<file path="src/rtl/seq_nibble_mult_pkg.sv">
// Shared constants, FSM state type and sizing helpers for the nibble-serial multiplier.
package seq_mult_pkg;

    localparam int unsigned NIBBLE = 4;

    typedef enum logic [1:0] {
        IDLE = 2'd0,
        BUSY = 2'd1,
        DONE = 2'd2
    } state_e;

    function automatic int unsigned nibbles(input int unsigned width);
        return width / NIBBLE;
    endfunction

    function automatic int unsigned ceil_log2(input int unsigned n);
        int unsigned r;
        r = 0;
        while ((64'd1 << r) < 64'(n)) begin
            r = r + 1;
        end
        return r;
    endfunction

endpackage

</file>
<file path="src/rtl/seq_nibble_mult_if.sv">
// Operand/product handshake bundle between a producer (master) and the multiplier (slave).
interface seq_nibble_mult_if #(
    parameter int unsigned WIDTH = 8
);
    logic                 io_in_valid;
    logic                 io_in_ready;
    logic [WIDTH-1:0]     io_lhs;
    logic [WIDTH-1:0]     io_rhs;
    logic                 io_out_valid;
    logic                 io_out_ready;
    logic [2*WIDTH-1:0]   io_out;
    logic                 io_busy;

    modport master (
        output io_in_valid, io_lhs, io_rhs, io_out_ready,
        input  io_in_ready, io_out_valid, io_out, io_busy
    );

    modport slave (
        input  io_in_valid, io_lhs, io_rhs, io_out_ready,
        output io_in_ready, io_out_valid, io_out, io_busy
    );
endinterface

</file>
<file path="src/rtl/seq_nibble_mult_rom.sv">
// 256-entry 4x4 multiplication table: address {a,b}, data a*b, combinational read.
module nibble_mult_rom (
    input  logic [7:0] addr_i,
    output logic [7:0] data_o
);

    logic [7:0] rom_tbl [256];

    for (genvar k = 0; k < 256; k++) begin : g_rom
        localparam int unsigned A = k / 16;
        localparam int unsigned B = k % 16;
        assign rom_tbl[k] = 8'(A * B);
    end

    assign data_o = rom_tbl[addr_i];

endmodule

</file>
<file path="src/rtl/seq_nibble_mult.sv">
// Sequential WIDTH x WIDTH unsigned multiplier: one ROM nibble product per cycle,
// shifted into a 2*WIDTH accumulator, with valid/ready on both sides.
module seq_nibble_mult
    import seq_mult_pkg::*;
#(
    parameter int unsigned WIDTH     = 8,
    parameter bit          ZERO_SKIP = 1'b1
) (
    input logic              clk,
    input logic              reset,
    seq_nibble_mult_if.slave bus
);

    localparam int unsigned N       = nibbles(WIDTH);
    localparam int unsigned IdxW    = (ceil_log2(N) > 0) ? ceil_log2(N) : 1;
    localparam int unsigned ShW     = IdxW + 3;
    localparam int unsigned AccW    = 2 * WIDTH;
    localparam logic [IdxW-1:0] LastIdx = IdxW'(N - 1);

    state_e            state_q, state_d;
    logic [WIDTH-1:0]  lhs_q, lhs_d, rhs_q, rhs_d;
    logic [AccW-1:0]   acc_q, acc_d;
    logic [IdxW-1:0]   i_q, i_d, j_q, j_d;

    logic [3:0]        lhs_nib, rhs_nib;
    logic [7:0]        pp;
    logic [ShW-1:0]    shamt;
    logic [AccW-1:0]   term;
    logic              last_term, skip;

    assign lhs_nib   = lhs_q[NIBBLE*i_q +: NIBBLE];
    assign rhs_nib   = rhs_q[NIBBLE*j_q +: NIBBLE];
    assign shamt     = (ShW'(i_q) + ShW'(j_q)) << 2;
    assign term      = AccW'(pp) << shamt;
    assign last_term = (i_q == LastIdx) && (j_q == LastIdx);
    // i=j=0 only holds on the first busy cycle, so this is the zero-operand shortcut
    assign skip      = ZERO_SKIP && (i_q == '0) && (j_q == '0) &&
                       ((lhs_q == '0) || (rhs_q == '0));

    nibble_mult_rom u_rom (
        .addr_i ({lhs_nib, rhs_nib}),
        .data_o (pp)
    );

    always_ff @(posedge clk or negedge reset) begin
        if (!reset) begin
            state_q <= IDLE;
        end else begin
            state_q <= state_d;
        end
    end

    always_comb begin
        state_d = state_q;
        unique case (state_q)
            IDLE:    if (bus.io_in_valid) state_d = BUSY;
            BUSY:    if (skip || last_term) state_d = DONE;
            DONE:    if (bus.io_out_ready) state_d = IDLE;
            default: state_d = IDLE;
        endcase
    end

    always_comb begin
        bus.io_in_ready  = (state_q == IDLE);
        bus.io_out_valid = (state_q == DONE);
        bus.io_busy      = (state_q == BUSY);
        bus.io_out       = acc_q;
    end

    always_comb begin
        lhs_d = lhs_q;
        rhs_d = rhs_q;
        acc_d = acc_q;
        i_d   = i_q;
        j_d   = j_q;
        if (state_q == IDLE && bus.io_in_valid) begin
            lhs_d = bus.io_lhs;
            rhs_d = bus.io_rhs;
            acc_d = '0;
            i_d   = '0;
            j_d   = '0;
        end else if (state_q == BUSY && !skip) begin
            acc_d = acc_q + term;
            if (j_q == LastIdx) begin
                j_d = '0;
                i_d = last_term ? '0 : i_q + 1'b1;
            end else begin
                j_d = j_q + 1'b1;
            end
        end
    end

    always_ff @(posedge clk or negedge reset) begin
        if (!reset) begin
            lhs_q <= '0;
            rhs_q <= '0;
            acc_q <= '0;
            i_q   <= '0;
            j_q   <= '0;
        end else begin
            lhs_q <= lhs_d;
            rhs_q <= rhs_d;
            acc_q <= acc_d;
            i_q   <= i_d;
            j_q   <= j_d;
        end
    end

endmodule

</file>
<file path="src/flat_wrapper.sv">
// flat-port wrapper written by rule: the top's interface ports become plain ports
module seq_nibble_mult_flat import seq_mult_pkg::*;
#(
    parameter int unsigned WIDTH     = 8,
    parameter bit          ZERO_SKIP = 1'b1
)
  (clk, reset, bus_io_in_valid, bus_io_lhs, bus_io_rhs, bus_io_out_ready, bus_io_in_ready, bus_io_out_valid, bus_io_out, bus_io_busy);
  seq_nibble_mult_if #(.WIDTH(WIDTH)) bus_i ();
  input logic clk;
  input logic reset;
  input wire logic [$bits(bus_i.io_in_valid)-1:0] bus_io_in_valid;
  input wire logic [$bits(bus_i.io_lhs)-1:0] bus_io_lhs;
  input wire logic [$bits(bus_i.io_rhs)-1:0] bus_io_rhs;
  input wire logic [$bits(bus_i.io_out_ready)-1:0] bus_io_out_ready;
  output wire logic [$bits(bus_i.io_in_ready)-1:0] bus_io_in_ready;
  output wire logic [$bits(bus_i.io_out_valid)-1:0] bus_io_out_valid;
  output wire logic [$bits(bus_i.io_out)-1:0] bus_io_out;
  output wire logic [$bits(bus_i.io_busy)-1:0] bus_io_busy;
  assign bus_i.io_in_valid = bus_io_in_valid;
  assign bus_i.io_lhs = bus_io_lhs;
  assign bus_i.io_rhs = bus_io_rhs;
  assign bus_i.io_out_ready = bus_io_out_ready;
  assign bus_io_in_ready = bus_i.io_in_ready;
  assign bus_io_out_valid = bus_i.io_out_valid;
  assign bus_io_out = bus_i.io_out;
  assign bus_io_busy = bus_i.io_busy;
  seq_nibble_mult #(.WIDTH(WIDTH), .ZERO_SKIP(ZERO_SKIP)) u_core (.clk(clk), .reset(reset), .bus(bus_i));
endmodule
</file>
<file path="config.mk">
export PLATFORM = sky130hd
export DESIGN_NAME = seq_nibble_mult_flat
export DESIGN_NICKNAME = d
export VERILOG_FILES = /design/src/rtl/seq_nibble_mult_pkg.sv /design/src/rtl/seq_nibble_mult_if.sv /design/src/rtl/seq_nibble_mult_rom.sv /design/src/rtl/seq_nibble_mult.sv /design/src/flat_wrapper.sv
export SDC_FILE = /design/constraint.sdc
export NUM_CORES = 1
export LEC_CHECK = 0
export ABC_AREA = 1
export CAP_MARGIN = 20
export CORE_MARGIN = 1.5
export CORE_UTILIZATION = 30
export CTS_BUF_LIST = sky130_fd_sc_hd__clkbuf_8
export DETAILED_ROUTE_END_ITERATION = 16
export PLACE_DENSITY = 0.48
export SYNTH_ARGS = -nofsm -noshare
export SYNTH_HDL_FRONTEND = slang
export SYNTH_HIERARCHICAL = 1
export SYNTH_SLANG_ARGS = --single-unit
</file>
<file path="constraint.sdc">
create_clock -name clk -period 6.1 [get_ports clk]
set_input_delay 0.915 -clock clk [delete_from_list [all_inputs] [get_ports clk]]
set_output_delay 0.915 -clock clk [all_outputs]
set_load 0.05 [all_outputs]
</file>
# After elaboration in Yosys (flattened, before gate mapping)
# Memories as Yosys holds them, arrays and structs flattened.
# Cells that the tools add are included.
# totals
mem_count	1
elab_cells	53
input_bits	20
reg_bits	36
romBits	2048
# mem_list
memory	words	width	read_ports	rd_clocked_by_memory_dff	write_ports	line_no	rtl
(no name shown)	256	8	1	0	0	seq_nibble_mult_rom.sv:15	assign data_o = rom_tbl[addr_i];
# classes
add_sub_neg	4
n_lt_le_gt_ge	1
bitwise	3
shift	3
eq_ne	5
reduce_logical	15
muxes	15
# ops
cell	n
$mux W16	2
$add A16 B16 Y16	1
$logic_not A8 Y1	2
$mux W8	2
$shiftx A8 B4 Y4	2
$shl A8 B4 Y16	1
$ge A9 B9 Y1 const B	1
$not A8 Y9	1
$mux W1	7
$mux W2	3
$pmux W2 S3	1
$logic_and A1 B1 Y1	5
$ne A2 B2 Y1 const B	2
$reduce_bool A2 Y1	2
$reduce_and A3 Y1	1
$add A1 B1 Y1 const B	2
$add A1 B1 Y2	1
$eq A2 B1 Y1 const B	1
$eq A2 B2 Y1 const B	1
$logic_not A2 Y1	1
$logic_or A1 B1 Y1	2
$ne A2 B1 Y1 const B	1
$not A1 Y1	2
$reduce_and A2 Y1	1
$logic_not A1 Y1	1

# Longest topological paths before layout
# Gate-level depths: netlist (run 1).
# depth
depth_word	9
mapped_depth	29
ltp_nobuf	28

# Modules after synthesis
# The synthesis (run 1) kept the hierarchy.
# modules_own_cells
mod	area_each_um2	n_inst	seq_area_each_um2	cells_per_inst
seq_nibble_mult	2768.9	1	900.9	424
nibble_mult_rom	1255.0	1	0.0	239

# Worst setup path before layout (run 1)
# OpenSTA, ideal clock, no wires.
# synth_path
path_kind	flip-flop to flip-flop
from	register u_core.j_q
to	register u_core.acc_q[15], in the netlist u_core/bus.io_out[15]
path_slack_ps	2287
path_stages_with_launch	25
synth_period_minus_slack_ps	3813
t_required_ps	5981
setup_time_ps	119
path_buffers	1
arrival_time_ps	3695
path_cell_list	dfrtp_1 -> clkbuf_1 -> o21ai_0 -> inv_1 -> ha_1 -> inv_1 -> ha_1 -> nand2_1 -> nand3_1 -> o21ai_0 -> o21ai_1 -> nand2_1 -> nand2_1 -> nand2_1 -> o21ai_0 -> nor2_1 -> ha_1 -> nand2_1 -> inv_1 -> a21oi_1 -> nand2_1 -> nand2_1 -> nand3_1 -> nand3_1 -> nand2_1
# synth_between
elab_chain_cells	9
elab_cells_between_ends	16
cone_classes	2 x add/sub; 2 x shift; 4 x mux; 2 x bitwise; 5 x reduce/logical; 1 x memory
# synth_lines
element	line_no	rtl
from (decl)	seq_nibble_mult.sv:23	logic [IdxW-1:0] i_q, i_d, j_q, j_d;
from (signal assigned)	seq_nibble_mult.sv:105	j_q <= j_d;
$shiftx A8 B4 Y4	seq_nibble_mult.sv:32	assign rhs_nib = rhs_q[NIBBLE*j_q +: NIBBLE];
via u_core.rhs_nib[0]	seq_nibble_mult.sv:25	logic [3:0] lhs_nib, rhs_nib;
$not A8 Y9 (not written as such)	seq_nibble_mult_rom.sv:15	
$mem_v2 Z256 W8	n/a	
$mux W8 (not written as such) (2 in a row)	seq_nibble_mult_rom.sv:15	
via u_core.pp[6]	seq_nibble_mult.sv:26	logic [7:0] pp;
$shl A8 B4 Y16	seq_nibble_mult.sv:34	assign term = AccW'(pp) << shamt;
$add A16 B16 Y16	seq_nibble_mult.sv:83	acc_d = acc_q + term;
$mux W16	seq_nibble_mult.sv:82	end else if (state_q == BUSY && !skip) begin
$mux W16	seq_nibble_mult.sv:76	if (state_q == IDLE && bus.io_in_valid) begin
to (signal assigned)	seq_nibble_mult.sv:97	acc_q <= '0;
to (signal assigned)	seq_nibble_mult.sv:103	acc_q <= acc_d;
to (decl)	seq_nibble_mult.sv:22	logic [AccW-1:0] acc_q, acc_d;
# The timed path passes the listed nets, and every way through them passes these cells. The select of a mux whose other input is x is not followed.
# A chain may end at the register's enable or synchronous reset.

# Worst setup path in the final report (run 1)
# layout_path
from	register u_core.j_q
to	register u_core.acc_q[13], in the netlist u_core/bus.io_out[13]
# The elaborated chain is that of the path after synthesis.

==> results of run 1 <==
cells by family after synthesis:
family / after synthesis / synth area share
compound gates: 89 / 0.1191
fa+ha+maj: 30 / 0.09515
xor+xnor: 4 / 0.01057
simple gates: 379 / 0.4132
flops: 36 / 0.2239
buf+inv: 125 / 0.1381
metrics by stage:
stage,cell area [um2],util,std cells
floorplan,4024,-,663
global placement,4486,0.3401,857
detailed placement,4486,0.3401,857
CTS,4563,0.3460,864
global route,4563,0.3460,864
finish,4563,0.3460,864
layer usage:
metal	wire length (um)	part of all wire	vias up
met3	643	0.055	19
met2	4941	0.42	111
li1	-	-	2158
met1	5914	0.51	1954
met5	0	0	-
met4	200	0.017	0
Yosys cell counts:
| cell | count |
|---|---|
| buf_6 | 8 |
| o22ai_1 | 2 |
| xor2_2 | 1 |
| o21ai_0 | 39 |
| a31oi_1 | 1 |
| nand4_1 | 7 |
| clkinv_1 | 2 |
| nor2_1 | 39 |
| o21ai_1 | 15 |
| nand3_2 | 2 |
| nand2_2 | 6 |
| buf_4 | 2 |
| o221ai_1 | 1 |
| xnor2_1 | 1 |
| inv_2 | 9 |
| and2_0 | 1 |
| clkbuf_1 | 5 |
| buf_2 | 11 |
| or2_0 | 1 |
| a211oi_1 | 1 |
| ha_1 | 29 |
| dfrtp_1 | 36 |
| nor2_4 | 3 |
| or2_2 | 1 |
| o211ai_1 | 2 |
| xor2_1 | 2 |
| nand3b_1 | 7 |
| fa_1 | 1 |
| a21oi_4 | 1 |
| nor3_1 | 4 |
| a21oi_2 | 1 |
| or2_1 | 2 |
| inv_4 | 2 |
| inv_1 | 86 |
| nor2_2 | 4 |
| nand2_4 | 2 |
| nand3_1 | 81 |
| a21oi_1 | 25 |
| o21ai_2 | 1 |
| nand2_1 | 218 |
| and2_1 | 1 |
worst paths after layout:
kind	startpoint	endpoint	slack, ns
max	u_core/j_q$_DFFE_PN0P_	u_core/bus.io_out[13]$_DFFE_PN0P_	1.64
min reg2reg	u_core/lhs_q[6]$_DFFE_PN0P_	u_core/lhs_q[6]$_DFFE_PN0P_	0.53
min in group asynchronous	reset	u_core/bus.io_out[11]$_DFFE_PN0P_	0.70
max in group asynchronous	reset	u_core/rhs_q[4]$_DFFE_PN0P_	4.85
max reg2reg	u_core/j_q$_DFFE_PN0P_	u_core/bus.io_out[13]$_DFFE_PN0P_	1.64
min	u_core/lhs_q[6]$_DFFE_PN0P_	u_core/lhs_q[6]$_DFFE_PN0P_	0.53
final cells by class:
class	instances	area share
Clock buffer	5	0.01508
Inverter	99	0.08253
Tap cell	176	0.04826
Multi-Input combinational cell	502	0.5627
Sequential cell	36	0.1974
Timing Repair Buffer	44	0.09213
Clock inverter	2	0.001919
state kept, by name, indices dropped and copies added, names as in the netlist:
name / count
u_core/bus.io_out: 16
u_core/lhs_q: 8
u_core/rhs_q: 8
u_core/state_q: 2
u_core/i_q: 1
u_core/j_q: 1
worst reg2reg max path, stage by stage, from the launching register on:
cell     delay (ns)
dfrtp_1        0.51
o21ai_0        0.74
inv_1          0.35
ha_1           0.43
inv_1          0.18
o21ai_0        0.12
or2_0          0.22
nand3_1        0.07
nand3_1        0.10
nand2_1        0.07
nand2_1        0.05
inv_1          0.06
inv_1          0.07
o22ai_1        0.15
nand2_1        0.09
inv_1          0.08
ha_1           0.28
nand2_1        0.19
inv_1          0.06
nand2_1        0.06
nand2_1        0.05
a21oi_1        0.17
nand3_1        0.10
nand3_1        0.10
nand2_1        0.05
==> results.py, run 1 <==
metrics = {
    "sta": {
        "fmax_mhz": 224.2,
        "setup_viol_count_final": 0,
        "rsz0062_at_grt": "no",
        "relSlewSlack": 0.3667,
        "tightest_slew_ns": 0.9400,
        "hold_viol": 0,
        "setup_tns_ns": 0,
        "period_needed_ns": 4.461,
        "setup_ws_ns": 1.639,
        "post-route-period-util": 0.7313,
        "slew_viol_final": 0,
        "fin_hold_ws_ns": 0.5281,
        "finalClockSkew_ns": 0.006640,
    },
    "grt": {
        "grt_pass1_wl_um": 19980,
        "overflow": 0,
        "met3_usage": 0.03352,
        "grt_use_met1": 0.2479,
        "grt_pass1_vias": 4066,
        "busiest_layer": "met2",
        "grt_max_degree": 37,
        "grt_use_met2": 0.2656,
        "grt_antenna_before_repair": 0,
        "grt_usage": 0.1745,
    },
    "critical_path": {
        "path_delay_family": "compound AO/OA/AOI/OAI gates",
        "path_depth": 24,
        "crit_arrival_ns": 4.66,
        "ff2ff_path_depth": 24,
        "cp_slowest_cell": "o21ai_0",
        "crit_path_max_incr_delay_ns": 0.74,
        "cp-start-kind": "flip-flop",
        "cp_max_fo": 11,
        "crit_chain": "o21ai_0, inv_1, ha_1, inv_1, o21ai_0, or2_0, nand3_1, nand3_1, nand2_1, nand2_1, inv_1, inv_1, o22ai_1, nand2_1, inv_1, ha_1, nand2_1, inv_1, nand2_1, nand2_1, a21oi_1, nand3_1, nand3_1, nand2_1",
        "path_class": "reg -> reg",
        "cp-end-kind": "flip-flop",
        "worst-path-buf-inv": 6,
        "required_ns": 6.30,
        "cpMostUsedCell": "nand2_1",
    },
    "placed_design": {
        "numPortBuffers": 38,
        "pre_cts_slack_ns": 1.618,
        "routabilityCongestion": 0.9076,
        "dp_hpwl_um": 8840,
    },
    "routing": {
        "wl_per_cell_um": 13.54,
        "viasPerCell": 4.910,
        "routed-via-count": 4242,
        "dr.pass1.iters": 7,
        "ant_nets": 0,
        "drt_iter0_drc": 353,
        "wl_um": 11700,
        "drc": 0,
    },
    "clock_tree": {
        "cts_hold_buf": 0,
        "h-tree-depth": 2,
        "cts_num_sinks": 36,
        "clk_latency_ns": 0.31,
        "clk_pin_slew_worst_paths_ns": 0.07,
        "cts_made_buffers": 5,
        "cts_buffer_depth": 2,
        "post-cts-setup-buffers": 0,
        "cts_resized": 0,
        "cts_root_buf": "clkbuf_8",
        "cts_tree": "built",
    },
    "layout": {
        "insertedDiodeCount": 0,
        "fillCellCount": 1447,
        "final_common_cell": "nand2_1",
        "final_cell_mix": "nand2_1, inv_1, nand3_1, nor2_1, clkdlybuf4s50_1",
        "synthToLayoutAreaGrowth_pct": 13.40,
        "multi_input_area_um2": 2567,
        "finalNetCount": 738,
        "register_area_um2": 900.9,
        "drive_gt1_frac": 0.06686,
    },
    "die": {
        "die-area_um2": 14120,
        "io_pins": 39,
        "coreArea_um2": 13190,
        "rows": 42,
        "fp.dieH_um": 118.8,
        "die_w_um": 118.8,
        "start_util": 0.3051,
    },
    "synth": {
        "synth_top_area_share": 0.2239,
        "syn-cell-area_um2": 4024,
        "synth.distinct_cells": 41,
        "synth_nets": 713,
        "avgSynthCellArea_um2": 6.069,
        "syn_inst": 663,
        "yosysTopAreaCell": "dfrtp_1",
        "yosysWarnings": 6,
        "synthTopCellsByArea": "dfrtp_1, nand2_1, nand3_1",
        "ys_seq_area_frac": 0.2239,
        "synth_seq_cells": 36,
    },
    "flow_run": {
        "drv_cap": 0,
    },
    "status": {
        "status": "completed",
    },
    "min_path": {
        "worstHoldPathCells": 2,
        "hp-class": "reg -> reg",
    },
}
Power of run 1 is left out: the tool's default activity adds up to more than one toggle a clock period on the data nets, which glitch-free logic cannot reach.
==> run 2: changes to the inputs <==
clock period = 4.7 ns   (was 6.1 ns; I/O delays follow)
==> results.py, run 2 (synthesis gave the netlist of run 1 again) <==
metrics = {
    "sta": {
        "setup_tns_ns": 0,
        "slew_viol_final": 0,
        "finalClockSkew_ns": 0.005167,
        "fmax_mhz": 256.5,
        "hold_viol": 0,
        "period_needed_ns": 3.899,
        "setup_ws_ns": 0.8013,
        "setup_viol_count_final": 0,
        "rsz0062_at_grt": "no",
        "tightest_slew_ns": 0.8426,
        "post-route-period-util": 0.8295,
        "relSlewSlack": 0.4382,
    },
    "clock_tree": {
        "cts_resized": 0,
        "h-tree-depth": 2,
        "cts_tree": "built",
        "cts_made_buffers": 5,
        "cts_buffer_depth": 2,
        "cts_hold_buf": 0,
        "cts_root_buf": "clkbuf_8",
        "post-cts-setup-buffers": 0,
        "cts_num_sinks": 36,
        "clk_pin_slew_worst_paths_ns": 0.08,
        "clk_latency_ns": 0.31,
    },
    "layout": {
        "postLayoutCellArea_um2": 4589,
        "finalNetCount": 739,
        "largest_reg_flops": 16,
        "layout.cells.non_filler": 865,
        "drive_gt1_frac": 0.06967,
        "final_cell_mix": "nand2_1, inv_1, nand3_1, nor2_1, clkdlybuf4s50_1",
        "insertedDiodeCount": 0,
        "final_common_cell": "nand2_1",
        "synthToLayoutAreaGrowth_pct": 14.05,
    },
    "critical_path": {
        "path_class": "reg -> reg",
        "cp_max_fo": 11,
        "crit_path_max_incr_delay_ns": 0.54,
        "crit_arrival_ns": 4.11,
        "cp_slowest_cell": "dfrtp_1",
        "cp-end-kind": "flip-flop",
        "cpMostUsedCell": "nand2_1",
        "crit_chain": "o21ai_0, buf_4, inv_1, ha_1, inv_1, ha_1, nand2_1, nand2_1, nor2_1, o21ai_1, a21oi_1, a21oi_1, o21ai_0, nor2_1, ha_1, nand2_1, nor2_1, nand2_1, nand3_1, nand2_1, nand2_1, nand2_1, nand3_1, nand2_1",
        "cp-start-kind": "flip-flop",
        "required_ns": 4.91,
    },
    "die": {
        "start_util": 0.3051,
        "fp.dieH_um": 118.8,
        "rows": 42,
        "coreArea_um2": 13190,
        "io_pins": 39,
        "die-area_um2": 14120,
        "die_w_um": 118.8,
    },
    "min_path": {
        "hp-class": "in -> async",
    },
    "routing": {
        "dr.pass1.iters": 5,
        "wl_um": 11370,
        "routed-via-count": 4183,
        "ant_nets": 0,
        "viasPerCell": 4.836,
        "drt_iter0_drc": 315,
        "wl_per_cell_um": 13.14,
        "drc": 0,
    },
    "placed_design": {
        "dp_hpwl_um": 8813,
        "placed_area_um2": 4493,
        "pre_cts_slack_ns": 0.7532,
        "numPortBuffers": 38,
        "placed_cells": 858,
        "routabilityCongestion": 0.8890,
    },
    "grt": {
        "grt_pass1_wl_um": 19850,
        "grt_antenna_before_repair": 0,
        "grt_usage": 0.1739,
        "grt_max_degree": 37,
        "grt_pass1_vias": 4099,
        "overflow": 0,
    },
    "flow_run": {
        "drv_cap": 0,
    },
    "status": {
        "status": "completed",
    },
}
[run 2: cell type report]
cell class | count | area [um2]
Clock buffer | 7 | 96.34
Fill cell | 1441 | 8601
Inverter | 99 | 376.6
Multi-Input combinational cell | 502 | 2567
Sequential cell | 36 | 900.9
Tap cell | 176 | 220.2
Timing Repair Buffer | 45 | 427.9
[run 2: layer usage]
| metal | track usage | wire length [um] |
|---|---|---|
| met1 | 0.2420 | 5617 |
| met2 | 0.2711 | 4961 |
| met3 | 0.03352 | 561 |
| met4 | 0.05648 | 229 |
| met5 | 0 | 0 |
[run 2: critical path, delay by kind of cell (launching register included)]
kind	cells	cell delay, ns
AOI/OAI and AO/OA	5	0.67
adders and majority gates	3	0.86
buffers and inverters	3	0.53
DFF	1	0.54
and+or+nand+nor	13	1.18
[run 2: path summary, 6_finish.rpt]
path / slack (ns) / start / cells after the start / end
setup / recovery: 0.80 / u_core/j_q$_DFFE_PN0P_ / 24 / u_core/bus.io_out[14]$_DFFE_PN0P_
hold / removal: 0.48 / reset / 1 / u_core/bus.io_out[13]$_DFFE_PN0P_
setup reg to reg: 0.80 / u_core/j_q$_DFFE_PN0P_ / 24 / u_core/bus.io_out[14]$_DFFE_PN0P_
hold reg to reg: 0.52 / u_core/lhs_q[6]$_DFFE_PN0P_ / 2 / u_core/lhs_q[6]$_DFFE_PN0P_
max in group asynchronous: 3.67 / reset / 1 / u_core/lhs_q[1]$_DFFE_PN0P_
min in group clk: 0.52 / u_core/lhs_q[6]$_DFFE_PN0P_ / 2 / u_core/lhs_q[6]$_DFFE_PN0P_
[run 2: per-stage QoR]
| stage | hold slack, ns | utilization |
|---|---|---|
| finish | 0.4790 | 0.3479 |
| global placement | 0.5123 | 0.3406 |
| global route | 0.5437 | 0.3479 |
| detailed placement | 0.5095 | 0.3406 |
| floorplan | 0.4094 | - |
| CTS | 0.5294 | 0.3479 |
Power of run 2 is left out for the same reason.
==> run 3: changes to the inputs <==
PLACE_DENSITY = 0.5   (was 0.48)
clock period = 3.5 ns   (was 4.7 ns; I/O delays follow)
==> results.py, run 3 (synthesis gave the netlist of run 1 again) <==
metrics = {
    "critical_path": {
        "cp_max_fo": 8,
        "cp-start-kind": "flip-flop",
        "cp-end-kind": "flip-flop",
        "crit_arrival_ns": 3.45,
        "required_ns": 3.69,
        "path_class": "reg -> reg",
    },
    "grt": {
        "grt_pass1_vias": 4352,
        "grt_usage": 0.1809,
        "grt_max_degree": 37,
        "grt_pass1_wl_um": 20840,
        "grt_antenna_before_repair": 0,
        "overflow": 0,
    },
    "layout": {
        "final_cell_mix": "nand2_1, inv_1, nand3_1, buf_4, clkdlybuf4s50_1",
        "final_util": 0.3970,
        "fillCellCount": 1415,
        "insertedDiodeCount": 0,
        "largest_reg_flops": 16,
        "drive_gt1_frac": 0.2143,
        "finalNetCount": 777,
        "synthToLayoutAreaGrowth_pct": 30.13,
        "postLayoutCellArea_um2": 5236,
        "final_common_cell": "nand2_1",
    },
    "routing": {
        "drt_iter0_drc": 322,
        "wl_per_cell_um": 13.81,
        "ant_nets": 0,
        "wl_um": 12490,
        "viasPerCell": 4.972,
        "dr.pass1.iters": 5,
        "routed-via-count": 4495,
        "drc": 0,
    },
    "flow_run": {
        "drv_cap": 0,
    },
    "die": {
        "io_pins": 39,
        "start_util": 0.3051,
        "coreArea_um2": 13190,
        "fp.dieH_um": 118.8,
        "die-area_um2": 14120,
        "rows": 42,
        "die_w_um": 118.8,
    },
    "sta": {
        "setup_viol_count_final": 0,
        "slew_viol_final": 0,
        "period_needed_ns": 3.256,
        "hold_viol": 0,
        "setup_tns_ns": 0,
        "tightest_slew_ns": 0.8622,
        "fin_hold_ws_ns": 0.3227,
        "finalClockSkew_ns": 0.008414,
        "relSlewSlack": 0.4252,
        "post-route-period-util": 0.9304,
        "fmax_mhz": 307.1,
    },
    "clock_tree": {
        "cts_num_sinks": 36,
        "cts_buffer_depth": 2,
        "clk_latency_ns": 0.30,
        "cts_tree": "built",
        "cts_made_buffers": 5,
        "clk_pin_slew_worst_paths_ns": 0.08,
        "h-tree-depth": 2,
        "cts_root_buf": "clkbuf_8",
    },
    "placed_design": {
        "dp_hpwl_um": 9460,
        "placed_area_um2": 4732,
        "numPortBuffers": 38,
        "routabilityCongestion": 0.9354,
    },
    "status": {
        "status": "completed",
    },
    "min_path": {
        "hp-class": "in -> async",
    },
}
## run 3: cell types whose count changed in the layout (fill, tap and decap cells not counted), moves of 7 or more
cell and delta:
a21oi_2 +10, nand2_2 +17, buf_4 +34, ha_4 +9, o21ai_2 +7, nand2_1 -19
a21oi_1 -10, o21ai_0 -8, ha_1 -13
## run 3: layout make-up
type                            count  area, um2  area share
Sequential cell                    36      902.1      0.1723
Inverter                           99      379.1     0.07240
Timing Repair Buffer               83      745.7      0.1424
Tap cell                          176      220.2     0.04205
Clock inverter                      3      42.54    0.008124
Clock buffer                        5      68.82     0.01314
Multi-Input combinational cell    502       2878      0.5496
## run 3: per-layer routing
layer | vias up | track usage | share of wire
met5 | - | 0 | 0
met4 | 0 | 0.06175 | 0.021
met3 | 25 | 0.02538 | 0.054
met2 | 125 | 0.2951 | 0.45
met1 | 2098 | 0.2455 | 0.47
li1 | 2247 | - | -
## run 3: critical path, cell delays in order (launching register included)
cell and delay, ns:
dfrtp_2 0.46, buf_4 0.15, nand2_1 0.05, o21ai_1 0.05, buf_4 0.17, buf_4 0.16
or2_1 0.24, nand3_1 0.07, nand2_1 0.07, nand2_1 0.06, nand2_1 0.04, nor2_1 0.09
nand2_1 0.06, nand2_1 0.06, inv_1 0.05, inv_1 0.07, o22ai_1 0.08, nand2_1 0.07
inv_1 0.05, ha_2 0.40, nand2_2 0.12, nor2_2 0.15, nand3_1 0.11, nand3_1 0.09
nand2_1 0.05, nand3_1 0.11, nand2_1 0.06
## run 3: path summary, 6_finish.rpt
kind	from	to	slack [ns]	cells past startpoint
max in group asynchronous	reset	u_core/j_q$_DFFE_PN0P_	2.57	1
worst max-delay path	u_core/j_q$_DFFE_PN0P_	u_core/bus.io_out[12]$_DFFE_PN0P_	0.24	26
min in group clk	u_core/lhs_q[4]$_DFFE_PN0P_	u_core/lhs_q[4]$_DFFE_PN0P_	0.53	2
worst max register to register	u_core/j_q$_DFFE_PN0P_	u_core/bus.io_out[12]$_DFFE_PN0P_	0.24	26
worst min register to register	u_core/lhs_q[4]$_DFFE_PN0P_	u_core/lhs_q[4]$_DFFE_PN0P_	0.53	2
worst min-delay path	reset	u_core/bus.io_out[11]$_DFFE_PN0P_	0.32	1
## run 3: repair_timing
item,CTS,global route
setup endpoints to repair,7,12
resized for setup,3,84
hold buffers,0,0
setup buffers,0,10
pin swaps,0,20
## run 3: stage by stage
stage	worst slack (ns)	std cells
2_1_floorplan	0.05250	663
3_3_place_gp	-0.09642	886
3_5_place_dp	-0.1248	886
4_1_cts	0.001571	894
5_1_grt	-0.03212	904
6_report	0.2438	904
Power of run 3 is left out for the same reason.
